$ cat src/rtl/mem_arbiter_pkg.sv
// Shared state and requester encodings for the mem_arbiter block.
package mem_arbiter_pkg;

   typedef enum logic [1:0] {
      ST_IDLE   = 2'd0,
      ST_ACCESS = 2'd1,
      ST_DONE   = 2'd2
   } state_t;

   localparam logic ID_M0 = 1'b0;
   localparam logic ID_M1 = 1'b1;

endpackage

$ cat src/rtl/arb_pick2.sv
// Two-way combinational request picker for mem_arbiter.
// MEM_ARB_RR_EN defined: round-robin on contention; undefined: fixed priority, requester 1 wins.
module arb_pick2
   import mem_arbiter_pkg::*;
(
   input  logic i_req0,
   input  logic i_req1,
   input  logic i_last,
   output logic o_valid,
   output logic o_id
);

`ifdef MEM_ARB_RR_EN
   always_comb begin
      o_valid = i_req0 | i_req1;
      if (i_req0 && i_req1) begin
         o_id = ~i_last;
      end else begin
         o_id = i_req1 ? ID_M1 : ID_M0;
      end
   end
`else
   logic w_unused_last;
   assign w_unused_last = i_last;

   always_comb begin
      o_valid = i_req0 | i_req1;
      o_id    = i_req1 ? ID_M1 : ID_M0;
   end
`endif

endmodule

$ cat src/rtl/mem_arbiter.sv
// Serialises two requesters onto a single-port memory: IDLE -> ACCESS -> DONE, one access per 3 cycles.
// Build option MEM_ARB_RR_EN selects round-robin arbitration (default: fixed priority, m1 wins).
module mem_arbiter
   import mem_arbiter_pkg::*;
#(
   parameter int AW = 8,
   parameter int DW = 8
) (
   input  logic          clk,
   input  logic          rst,
   input  logic          m0_req,
   input  logic          m0_rwn,
   input  logic [AW-1:0] m0_addr,
   input  logic [DW-1:0] m0_wdata,
   output logic [DW-1:0] m0_rdata,
   output logic          m0_ack,
   input  logic          m1_req,
   input  logic          m1_rwn,
   input  logic [AW-1:0] m1_addr,
   input  logic [DW-1:0] m1_wdata,
   output logic [DW-1:0] m1_rdata,
   output logic          m1_ack,
   output logic          mem_rwn,
   output logic [AW-1:0] mem_addr,
   output logic [DW-1:0] mem_wdata,
   input  logic [DW-1:0] mem_rdata,
   output logic          busy,
   output logic          grant_id
);

   state_t        r_state;
   state_t        w_state_nxt;
   logic          w_valid;
   logic          w_id;
   logic          w_sel_rwn;
   logic [AW-1:0] w_sel_addr;
   logic [DW-1:0] w_sel_wdata;

   logic          r_rr_last;
   logic          r_grant_id;
   logic          r_busy;
   logic          r_mem_rwn;
   logic [AW-1:0] r_mem_addr;
   logic [DW-1:0] r_mem_wdata;
   logic [DW-1:0] r_m0_rdata;
   logic [DW-1:0] r_m1_rdata;
   logic          r_m0_ack;
   logic          r_m1_ack;

   arb_pick2 u_pick (
      .i_req0  (m0_req),
      .i_req1  (m1_req),
      .i_last  (r_rr_last),
      .o_valid (w_valid),
      .o_id    (w_id)
   );

   assign w_sel_rwn   = (w_id == ID_M1) ? m1_rwn   : m0_rwn;
   assign w_sel_addr  = (w_id == ID_M1) ? m1_addr  : m0_addr;
   assign w_sel_wdata = (w_id == ID_M1) ? m1_wdata : m0_wdata;

   // NOTE: sequential state uses non-blocking assignments so every flop samples pre-edge values.
   always_ff @(posedge clk) begin
      if (rst) begin
         r_state <= ST_IDLE;
      end else begin
         r_state <= w_state_nxt;
      end
   end

   // NOTE: next state defaults to the current state first, so no path can infer a latch.
   always_comb begin
      w_state_nxt = r_state;
      case (r_state)
         ST_IDLE:   if (w_valid) w_state_nxt = ST_ACCESS;
         ST_ACCESS: w_state_nxt = ST_DONE;
         ST_DONE:   w_state_nxt = ST_IDLE;
         default:   w_state_nxt = ST_IDLE;
      endcase
   end

   always_ff @(posedge clk) begin
      if (rst) begin
         r_rr_last   <= 1'b1;
         r_grant_id  <= ID_M0;
         r_busy      <= 1'b0;
         r_mem_rwn   <= 1'b1;
         r_mem_addr  <= '0;
         r_mem_wdata <= '0;
         r_m0_rdata  <= '0;
         r_m1_rdata  <= '0;
         r_m0_ack    <= 1'b0;
         r_m1_ack    <= 1'b0;
      end else begin
         r_busy   <= (w_state_nxt != ST_IDLE);
         r_m0_ack <= 1'b0;
         r_m1_ack <= 1'b0;
         case (r_state)
            ST_IDLE: begin
               if (w_valid) begin
                  r_grant_id  <= w_id;
                  r_mem_rwn   <= w_sel_rwn;
                  r_mem_addr  <= w_sel_addr;
                  r_mem_wdata <= w_sel_wdata;
`ifdef MEM_ARB_RR_EN
                  r_rr_last   <= w_id;
`endif
               end
            end
            ST_ACCESS: begin
               // mem_rdata was produced at the negedge inside this cycle; writes keep old rdata.
               if (r_mem_rwn) begin
                  if (r_grant_id == ID_M1) r_m1_rdata <= mem_rdata;
                  else                     r_m0_rdata <= mem_rdata;
               end
               if (r_grant_id == ID_M1) r_m1_ack <= 1'b1;
               else                     r_m0_ack <= 1'b1;
               r_mem_rwn <= 1'b1;
            end
            default: ;
         endcase
      end
   end

   assign m0_rdata  = r_m0_rdata;
   assign m0_ack    = r_m0_ack;
   assign m1_rdata  = r_m1_rdata;
   assign m1_ack    = r_m1_ack;
   assign mem_rwn   = r_mem_rwn;
   assign mem_addr  = r_mem_addr;
   assign mem_wdata = r_mem_wdata;
   assign busy      = r_busy;
   assign grant_id  = r_grant_id;

endmodule

$ cat config.mk
export PLATFORM = sky130hd
export DESIGN_NAME = mem_arbiter
export DESIGN_NICKNAME = d
export VERILOG_FILES = /design/src/rtl/mem_arbiter_pkg.sv /design/src/rtl/arb_pick2.sv /design/src/rtl/mem_arbiter.sv
export SDC_FILE = /design/constraint.sdc
export NUM_CORES = 1
export LEC_CHECK = 0
export BUFFER_PORTS_ARGS = -buffer_cell sky130_fd_sc_hd__buf_2
export CORE_AREA = 2 2 107 57
export DETAILED_ROUTE_END_ITERATION = 10
export DIE_AREA = 0 0 109 59
export SYNTH_ARGS = -nofsm -noshare
export SYNTH_HDL_FRONTEND = slang
export SYNTH_SLANG_ARGS = --single-unit
$ cat constraint.sdc
create_clock -name clk -period 3.5 [get_ports clk]
set_input_delay 0.175 -clock clk [delete_from_list [all_inputs] [get_ports clk]]
set_output_delay 0.175 -clock clk [all_outputs]
set_load 0.005 [all_outputs]
Word level (Yosys, flattened, before mapping). Index checks and enable logic that the tools add are counted.

Flip-flop bits (word level): 39. Bits in latches: 0. Bits in writable memories: 0. Memory bits (read-only): 0. Input bits: 46. Output and inout port bits: 37. Word-level logic and storage cells: 33. Memories: 0.

Add/sub/neg operators: 0. $mul: 0. Divide/modulo/power cells: 0. Order comparisons: 0. Eq/ne operators: 2. Shift operators: 0. Mux-type cells: 10. Bitwise operators: 3. Reduce and logical (&&, ||, !) cells: 8.

Operator list (count): $mux W8 (2); $reduce_and A3 Y1 (2); $mux W1 (5); $pmux W2 S2 (1); $reduce_and A2 Y1 (2); $reduce_bool A2 Y1 (2); $eq A2 B1 Y1 const B (1); $logic_not A2 Y1 (1); $mux W2 (1); $ne A2 B1 Y1 const B (1); $not A1 Y1 (2); $pmux W1 S2 (1); $reduce_or A2 Y1 (1); $or A1 B1 Y1 (1).

Logic depth before layout (Yosys ltp). Gate-level depths: netlist of the first run.

Word-level depth: 4. Gate-level depth with buffers: 7. Mapped depth without buffers: 3.

Modules after synthesis. From an unflattened synthesis of the first run, not the netlist that was laid out.

Cell total of the unflattened synthesis: 158. Area total of the unflattened synthesis: 1622.8 sq um.

By module, submodules not included: mem_arbiter (times used 1, cells an instance 156, area each 1609.0 sq um, sequential area each 780.7 sq um); arb_pick2 (times used 1, cells an instance 2, area each 13.8 sq um, sequential area each 0.0 sq um).

Worst setup path after synthesis of the first run. Ideal clock, no wire load.

Kind: input-to-reg. Start: in m1_req. End: reg r_mem_addr[0] (netlist: mem_addr[0]). Library setup time: 0.081 ns. Arrival: 1.219 ns. Data required time: 3.419 ns. Setup slack: 2.200 ns. Cell stages on the path: 7. Buffers on the path: 4. Path through: buf_6 -> or2_1 -> buf_6 -> and2_4 -> buf_6 -> buf_6 -> a211oi_2.

Longest elaborated chain between the ends: 2. Elaborated cells between the ends (all ways): 4. Those cells by class: 2 x mux; 1 x bitwise; 1 x reduce/logical.

Ends and longest elaborated chain: start, declared (line mem_arbiter.sv:17) `input logic m1_req,`; $mux W1 / $or A1 B1 Y1 (equally long branches) (line arb_pick2.sv:28, arb_pick2.sv:27); $mux W8 / $reduce_and A2 Y1 (equally long branches); end signal, assigned (line mem_arbiter.sv:103) `r_mem_addr <= w_sel_addr;`; end, declared (line mem_arbiter.sv:43) `logic [AW-1:0] r_mem_addr;`.

Several ways; a longest one is shown, not always the timed one. A chain may end at the register's enable or synchronous reset.

Worst setup path after layout of the first run.
Start: reg r_state[0]. End: reg r_mem_wdata[3] (netlist: mem_wdata[3]).

Longest elaborated chain between the ends: 2.

Ends and longest elaborated chain: start, declared (line mem_arbiter.sv:31) `state_t r_state;`; start signal, assigned (line mem_arbiter.sv:67) `r_state <= w_state_nxt;`; $logic_not A2 Y1 (line mem_arbiter.sv:98) `case (r_state)`; $reduce_and A2 Y1 (no line); end signal, assigned (line mem_arbiter.sv:104) `r_mem_wdata <= w_sel_wdata;`; end, declared (line mem_arbiter.sv:44) `logic [DW-1:0] r_mem_wdata;`.

No other way between the ends.

==> out/results.ini, run 1 <==
[yosys]
synthCells = 162
synth_area_leaders = dfxtp_1, mux2i_1, a21oi_1, a211oi_2, nand2_1
synthFlopType = dfxtp_1
synthDistinctLibCells = 24
synth_common_cells = dfxtp_1, a21oi_1, mux2i_1
netlist.area_leader.share = 0.482
synth_nets = 208
synthMostInstantiatedCell = dfxtp_1
syn-cell-area_sq_um = 1620
seq_area_frac_synth = 0.482
synth_edf_count = 0
synth.avg_cell_area_sq_um = 9.99
ys_warn_count = 0
yosys.area.top_type = dfxtp_1
ys_seq_elements = 39
async_reset_ff_frac = 0

[grt]
antenna_found_initial = 0
grt.met1_usage = 0.142
grt_pass1_vias = 1311
use_met2 = 0.199
grt_pass1_wl_microns = 5840
grt_usage = 0.119
grt_max_degree = 39
use_met3 = 0.0418
busiest_layer = met2
grt_overflow = 0

[routing]
drc = 0
route.final.wire_length_microns = 3790
first_pass_iters = 4
drtIter0Drc = 65
ant_nets = 0
routed_via_density = 4.52
vias = 1414
wire_per_inst_microns = 12.1

[final_layout]
drive_gt1_frac = 0.442
final_area_sq_um = 2150
antennaDiodeCount = 0
final_nets = 285
final_cells = 313
area_delta_synth_final_pct = 32.5

[status]
status = completed

[timing]
holdWs_ns = 0.132
fin_tns_setup_ns = 0
finalSetupViolations = 0
fin_skew_ns = 0.00558
rsz0062_at_grt = no
fin_crit_ns = 1.82
relSlewSlack = 0.472
hold_viol = 0
fmax_mhz = 548
finalCritPeriodShare = 0.521
tightest_slew_ns = 0.789
slew_violations = 0

[die]
io_pins = 83
start_util = 0.300
die_area_sq_um = 6430
die_w_microns = 109
rows = 19
core-area_sq_um = 5400
die_h_microns = 59

[clocking]
path_clk_slew_ns = 0.08
ctsResizeCount = 0
clk_latency_ns = 0.29
cts_root_buffer = clkbuf_8
clock-sinks = 39
hold_buffers = 0
cts_setup_buffers = 0
h-tree-depth = 2
clk_path_buf_depth = 2
numCtsBuffers = 5
tritoncts = done

[worst_setup_path]
worstSetupStartpointType = flip-flop
cp_max_fo = 17
rr_worst_depth = 4
required_ns = 3.64
worstSetupPathType = reg2reg
critPathCaptureType = flip-flop
crit_arrival_ns = 1.96

[hold_path]
min-delay-path-class = in2reg
whs_path_depth = 3

[place]
io_buffers = 82
gp_congestion = 0.666
dp_hpwl_microns = 2790
dp_cells = 305
dpl_cell_area_sq_um = 2060

[power_and_ir_drop]
p_seq_frac = 0.511
pwr-share-clk = 0.303
p_leak_uw = 0.00100
powerDensity_nw_per_um2 = 456
p_comb_frac = 0.187
switching_share = 0.276
p_int_uw = 708
ir_worst_vdd_v = 0.000187
p_switching_uw = 270

[job]
cap_violations = 0

-- sequential cells by signal, indices dropped and copies added (netlist names) --
name / count
busy: 1
mem_addr: 8
m0_rdata: 8
mem_wdata: 8
m1_rdata: 8
mem_rwn: 1
grant_id: 1
r_state: 2
m0_ack: 1
m1_ack: 1
-- critical path, stage by stage, from the launching register on --
cell and delay (ns):
dfxtp_1 0.34, nor2_1 0.62, buf_4 0.29, and2_4 0.30, a211oi_1 0.11
-- placed cells by master (no fill, tap or decap) --
| cell type | count |
|---|---|
| buf_2 | 82 |
| dfxtp_1 | 39 |
| a21oi_1 | 26 |
| mux2i_1 | 24 |
| nand2_1 | 18 |
| nor2_1 | 11 |
| a211oi_2 | 10 |
| a211oi_1 | 6 |
| clkbuf_8 | 5 |
| inv_1 | 2 |
| clkinvlp_4 | 2 |
| buf_4 | 2 |
| nor4bb_2 | 1 |
| or2_1 | 1 |
| and4b_1 | 1 |
| nand4b_1 | 1 |
| and2_4 | 1 |
| nand2b_1 | 1 |
| a21bo_2 | 1 |
| mux2_2 | 1 |
| nand3_1 | 1 |
| o2111ai_1 | 1 |
| nor3_1 | 1 |
| and2_1 | 1 |
| clkinv_2 | 1 |
-- cells by family (layout without fill, tap and decap cells) --
| logic type | after synthesis | count (layout) | share of synthesized area |
|---|---|---|---|
| flip-flops | 39 | 39 | 0.482 |
| multiplexers | 25 | 25 | 0.155 |
| AO/OA/AOI/OAI | 44 | 44 | 0.197 |
| AND/OR/NAND/NOR | 38 | 38 | 0.108 |
| buffers and inverters | 16 | 94 | 0.0572 |
-- metal layers --
layer / wire length, microns / part of all wire / vias up
li1: - / - / 725
met1: 1620 / 0.43 / 640
met2: 1890 / 0.50 / 43
met3: 224 / 0.059 / 6
met4: 48 / 0.013 / 0
met5: 0 / 0 / -
-- final cells by class --
cell class / count / area (sq um)
repair buffers: 84 / 425
flip-flops and latches: 39 / 781
well taps: 73 / 91.3
clock buffers: 5 / 68.8
clock inverters: 3 / 20.0
fillers: 554 / 3250
multi-input cells: 107 / 752
inverters: 2 / 7.51
-- final timing paths --
kind                                  from                   endpoint  slack [ns]
hold / removal                mem_rdata[4]   m1_rdata[4]$_SDFFE_PP0P_        0.13
setup reg to reg     r_state[0]$_SDFF_PP0_  mem_wdata[3]$_SDFFE_PP0P_        1.68
setup / recovery     r_state[0]$_SDFF_PP0_  mem_wdata[3]$_SDFFE_PP0P_        1.68
hold reg to reg   m1_rdata[3]$_SDFFE_PP0P_   m1_rdata[3]$_SDFFE_PP0P_        0.46
-- stage by stage --
stage,total power [uW],worst slack [ns],util
2_1_floorplan,623,2.20,-
3_3_place_gp,693,1.71,0.381
3_5_place_dp,695,1.62,0.381
4_1_cts,991,1.68,0.398
5_1_grt,1040,1.53,0.398
6_report,978,1.68,0.398
-- power by group through the flow --
| stage | Clock [uW] | Sequential (uW) | Combinational, uW |
|---|---|---|---|
| floorplan | 0 | 511 | 112 |
| global placement | 0 | 510 | 182 |
| detailed placement | 0 | 510 | 185 |
| CTS | 305 | 500 | 186 |
| global route | 329 | 503 | 204 |
| finish | 296 | 499 | 182 |
(Power assumes the default switching activity.)
==> inputs of run 2 (changes only) <==
==> constraint.sdc (replaced) <==
create_clock -name clk -period 1.9 [get_ports clk]
set_input_delay 0.095 -clock clk [delete_from_list [all_inputs] [get_ports clk]]
set_output_delay 0.095 -clock clk [all_outputs]
set_load 0.005 [all_outputs]
==> run 2 against run 1 <==
Combinational power is 88% higher. Register-to-register slack worse by 1.1 ns. Largest power group unchanged. Highest routed layer unchanged. Core utilization is 0.39 points higher. Critical path depth unchanged. Maximum frequency rose by 42%. Sequential share of layout area down 0.36 points. Worst setup slack got worse by 1.1 ns.
==> out/results.ini, run 2 (synthesis gave the netlist of run 1 again) <==
[job]
cap_violations = 0

[power_and_ir_drop]
powerDensity_nw_per_um2 = 833
p_comb_frac = 0.189
switching_share = 0.259
p_int_uw = 1340
p_switching_uw = 468
p_seq_frac = 0.510
ir_worst_vdd_v = 0.000350
p_leak_uw = 0.00102
pwr-share-clk = 0.300
design_power_total_uw = 1810

[worst_setup_path]
cp_max_fo = 8
worstSetupPathType = reg2reg
worstSetupStartpointType = flip-flop
crit_arrival_ns = 1.45
critPathCaptureType = flip-flop
required_ns = 2.07

[place]
dp_hpwl_microns = 2930
gp_congestion = 0.692
io_buffers = 82
dpl_cell_area_sq_um = 2080
dp_slack_ns = 0.560
dp_cells = 308

[final_layout]
final_nets = 288
layout.cells.most_common = buf_2
final_area_sq_um = 2170
mostFrequentLayoutCells = buf_2, dfxtp_1, a21oi_1
final_cells = 315
area_delta_synth_final_pct = 33.8
num-fill-cells = 560
area.sequential_sq_um = 781
drive_gt1_frac = 0.446
multi_input_area_sq_um = 752
antennaDiodeCount = 0

[timing]
fin_crit_ns = 1.29
finalCritPeriodShare = 0.678
fin_skew_ns = 0.00524
relSlewSlack = 0.603
tightest_slew_ns = 0.595
fin_tns_setup_ns = 0
rsz0062_at_grt = no
fmax_mhz = 776
slew_violations = 0
setup_slack_ns = 0.612
hold_viol = 0
finalSetupViolations = 0

[die]
start_util = 0.300
io_pins = 83
die_w_microns = 109
rows = 19
die_area_sq_um = 6430
die_h_microns = 59
core-area_sq_um = 5400

[routing]
drc = 0
vias = 1444
wire_per_inst_microns = 12.3
route.final.wire_length_microns = 3880
first_pass_iters = 4
routed_via_density = 4.58
drtIter0Drc = 58
ant_nets = 0

[clocking]
cts_root_buffer = clkbuf_8
clk_path_buf_depth = 2
tritoncts = done
clk_latency_ns = 0.28
ctsResizeCount = 0
hold_buffers = 0
path_clk_slew_ns = 0.07
numCtsBuffers = 5
cts_setup_buffers = 0
clock-sinks = 39
h-tree-depth = 2

[grt]
grt_overflow = 0
grt_pass1_vias = 1427
grt_pass1_wl_microns = 6290
grt_usage = 0.126
grt_max_degree = 21
antenna_found_initial = 0

[hold_path]
min-delay-path-class = in2reg

[status]
status = completed

-- run 2: per-layer routing --
layer | track usage | share of wire
met1 | 0.133 | 0.41
met2 | 0.239 | 0.53
met3 | 0.0418 | 0.057
met4 | 0.0421 | 0.0033
met5 | 0 | 0
-- run 2: per-stage QoR --
step / util / hold slack, ns
detailed placement: 0.385 / 0.354
floorplan: - / 0.231
finish: 0.402 / 0.0563
CTS: 0.402 / 0.0487
global route: 0.402 / 0.0475
global placement: 0.385 / 0.347
-- run 2: power groups by stage --
stage	registers (uW)	clock network [uW]	logic [uW]
floorplan	941	0	207
global placement	939	0	340
detailed placement	940	0	347
CTS	922	570	348
global route	928	612	381
finish	921	542	342
-- run 2: worst paths after layout --
path                                 start                        to  slack (ns)  cells past startpoint
hold reg to reg   m1_rdata[3]$_SDFFE_PP0P_  m1_rdata[3]$_SDFFE_PP0P_        0.46                      2
setup reg to reg     r_state[0]$_SDFF_PP0_  m0_rdata[1]$_SDFFE_PP0P_        0.61                      4
hold / removal                mem_rdata[4]  m1_rdata[4]$_SDFFE_PP0P_        0.06                      3
setup / recovery     r_state[0]$_SDFF_PP0_  m0_rdata[1]$_SDFFE_PP0P_        0.61                      4
-- run 2: cell type report --
class | count | share of cell area
inverter | 2 | 0.00346
sequential | 39 | 0.360
clock buffer | 6 | 0.0381
multi-input combinational | 107 | 0.347
timing repair buffer | 87 | 0.207
clock inverter | 1 | 0.00231
tap | 73 | 0.0421
-- run 2: critical path: stages (launching register included) --
cell	delay, ns
dfxtp_1	0.39
nor4bb_2	0.29
buf_4	0.24
mux2i_1	0.20
nor2_1	0.05
==> inputs of run 3 (changes only) <==
==> constraint.sdc (replaced) <==
create_clock -name clk -period 1 [get_ports clk]
set_input_delay 0.05 -clock clk [delete_from_list [all_inputs] [get_ports clk]]
set_output_delay 0.05 -clock clk [all_outputs]
set_load 0.005 [all_outputs]
==> run 3 against run 2 <==
First-iteration DRC count decreased by 14%. Critical path type unchanged. Die area unchanged. The run now ends with negative setup slack left. Maximum frequency increased by 4.5%. Sequential power increased by 90%. Total power increased by 120%.
==> out/results.ini, run 3 (synthesis gave the netlist of run 1 again) <==
[status]
status = finished with violations
violations = negative setup slack

[routing]
first_pass_iters = 4
route.final.wire_length_microns = 4360
wire_per_inst_microns = 13.2
routed_via_density = 4.56
vias = 1505
drtIter0Drc = 50
ant_nets = 0
drc = 0

[worst_setup_path]
cp_max_fo = 8
r2r-start = r_state[1]$_SDFF_PP0_
rrSetupSlack_ns = -0.23
rr_endpoint = mem_addr[3]$_SDFFE_PP0P_
worst-path-stages = 5
crit_chain = buf_12 > nor2_4 > buf_6 > and2_4 > a211oi_2
rr_worst_depth = 5
critPathSlowestCell = dfxtp_4
cpPeakStageDelay_ns = 0.37
crit_family = simple AND/OR/NAND/NOR gates
critPathCaptureType = flip-flop
worstSetupStartpointType = flip-flop
required_ns = 1.17
worstSetupPathType = reg2reg
cp_num_buf_inv = 2
crit_arrival_ns = 1.41

[final_layout]
final_nets = 302
layout.cells.most_common = buf_2
area.sequential_sq_um = 788
area_delta_synth_final_pct = 49.5
num-fill-cells = 511
postLayoutCoreUtil = 0.448
multi_input_area_sq_um = 840
antennaDiodeCount = 0
drive_gt1_frac = 0.553
mostFrequentLayoutCells = buf_2, dfxtp_1, mux2i_1
final_area_sq_um = 2420

[die]
die_area_sq_um = 6430
rows = 19
start_util = 0.300
core-area_sq_um = 5400
die_h_microns = 59
die_w_microns = 109
io_pins = 83

[hold_path]
whs_path_depth = 3
hold_end = m1_rdata[5]$_SDFFE_PP0P_
min-delay-path-class = in2reg
worstHoldStart = mem_rdata[5]

[timing]
slew_violations = 0
rsz0062_at_grt = yes
finalSetupViolations = 36
fin_crit_ns = 1.23
fmax_mhz = 811
fin_tns_setup_ns = -6.17
tightest_slew_ns = 0.193
fin_skew_ns = 0.00638
holdWs_ns = 0.000590
finalCritPeriodShare = 1.23
hold_viol = 0
setup_slack_ns = -0.233
relSlewSlack = 0.868

[grt]
grt_usage = 0.132
grt_max_degree = 19
grt_overflow = 0
grt_pass1_vias = 1456
antenna_found_initial = 0
grt_pass1_wl_microns = 6540

[place]
gp_congestion = 0.724
dp_hpwl_microns = 3200
io_buffers = 82
dpl_cell_area_sq_um = 2170

[clocking]
numCtsBuffers = 5
tritoncts = done
clk_latency_ns = 0.29
clock-sinks = 39
h-tree-depth = 2
path_clk_slew_ns = 0.08
clk_path_buf_depth = 2
hold_buffers = 0
cts_root_buffer = clkbuf_8

[power_and_ir_drop]
pwr-share-clk = 0.345
p_int_uw = 2910
p_switching_uw = 1010
p_leak_uw = 0.00112
p_seq_frac = 0.446
p_comb_frac = 0.209
powerDensity_nw_per_um2 = 1620
ir_worst_vdd_v = 0.000806
switching_share = 0.258

[job]
cap_violations = 0

## run 3: cell types whose count changed in the layout (fill, tap and decap cells not counted), moves of 4 or more
cell / previous run / this run
a211oi_1: 6 / 1
a211oi_2: 10 / 15
a21oi_1: 26 / 21
a21oi_2: 0 / 5
buf_4: 5 / 10
buf_6: 0 / 4
dfxtp_1: 39 / 35
## run 3: what timing repair did
action,CTS,global route
pin swaps,7,12
setup buffers,1,2
cloned,1,2
hold endpoints to repair,0,0
resized for setup,3,23
endpoints found under the setup margin,35,36
## run 3: how the worst max path moves through the flow
stage,from,to,slack (ns)
global route,r_state[1]$_SDFF_PP0_,mem_addr[3]$_SDFFE_PP0P_,-0.28
CTS,r_state[1]$_SDFF_PP0_,m0_rdata[3]$_SDFFE_PP0P_,-0.23
floorplan,mem_rwn$_SDFFE_PP1P_,m0_rdata[0]$_SDFFE_PP0P_,-0.15
finish,r_state[1]$_SDFF_PP0_,mem_addr[3]$_SDFFE_PP0P_,-0.23
detailed placement,r_state[1]$_SDFF_PP0_,m0_rdata[3]$_SDFFE_PP0P_,-0.22
global placement,r_state[1]$_SDFF_PP0_,m0_rdata[4]$_SDFFE_PP0P_,-0.17
## run 3: power groups by stage
stage	combinational, uW	clock [uW]	sequential, uW
5_1_grt	898	1460	1760
3_3_place_gp	701	0	1770
3_5_place_dp	723	0	1780
2_1_floorplan	405	0	1790
4_1_cts	737	1390	1740
6_report	822	1350	1750
## run 3: cell type report
class                   instances  share of cell area
inverters                       2             0.00310
well taps                      73              0.0377
clock buffers                   6              0.0341
multi-input cells             109               0.347
repair buffers                 99               0.238
clock inverters                 2              0.0145
flip-flops and latches         39               0.326
## run 3: through the flow
stage	std cells	total power, uW	setup slack (ns)
global placement	318	2470	-0.165
finish	330	3920	-0.233
CTS	326	3870	-0.231
floorplan	162	2190	-0.154
detailed placement	318	2500	-0.221
global route	330	4120	-0.283
## run 3: tightest hold or removal path, cell delays in order
cell and delay, ns:
buf_2 0.10, nand2_1 0.05, a21oi_1 0.05
## run 3: metal layers
| metal | share of wire | up-vias | track usage |
|---|---|---|---|
| met2 | 0.50 | 35 | 0.232 |
| met1 | 0.44 | 708 | 0.161 |
| li1 | - | 757 | - |
| met4 | 0.010 | 0 | 0.0385 |
| met5 | 0 | - | 0 |
| met3 | 0.051 | 5 | 0.0363 |
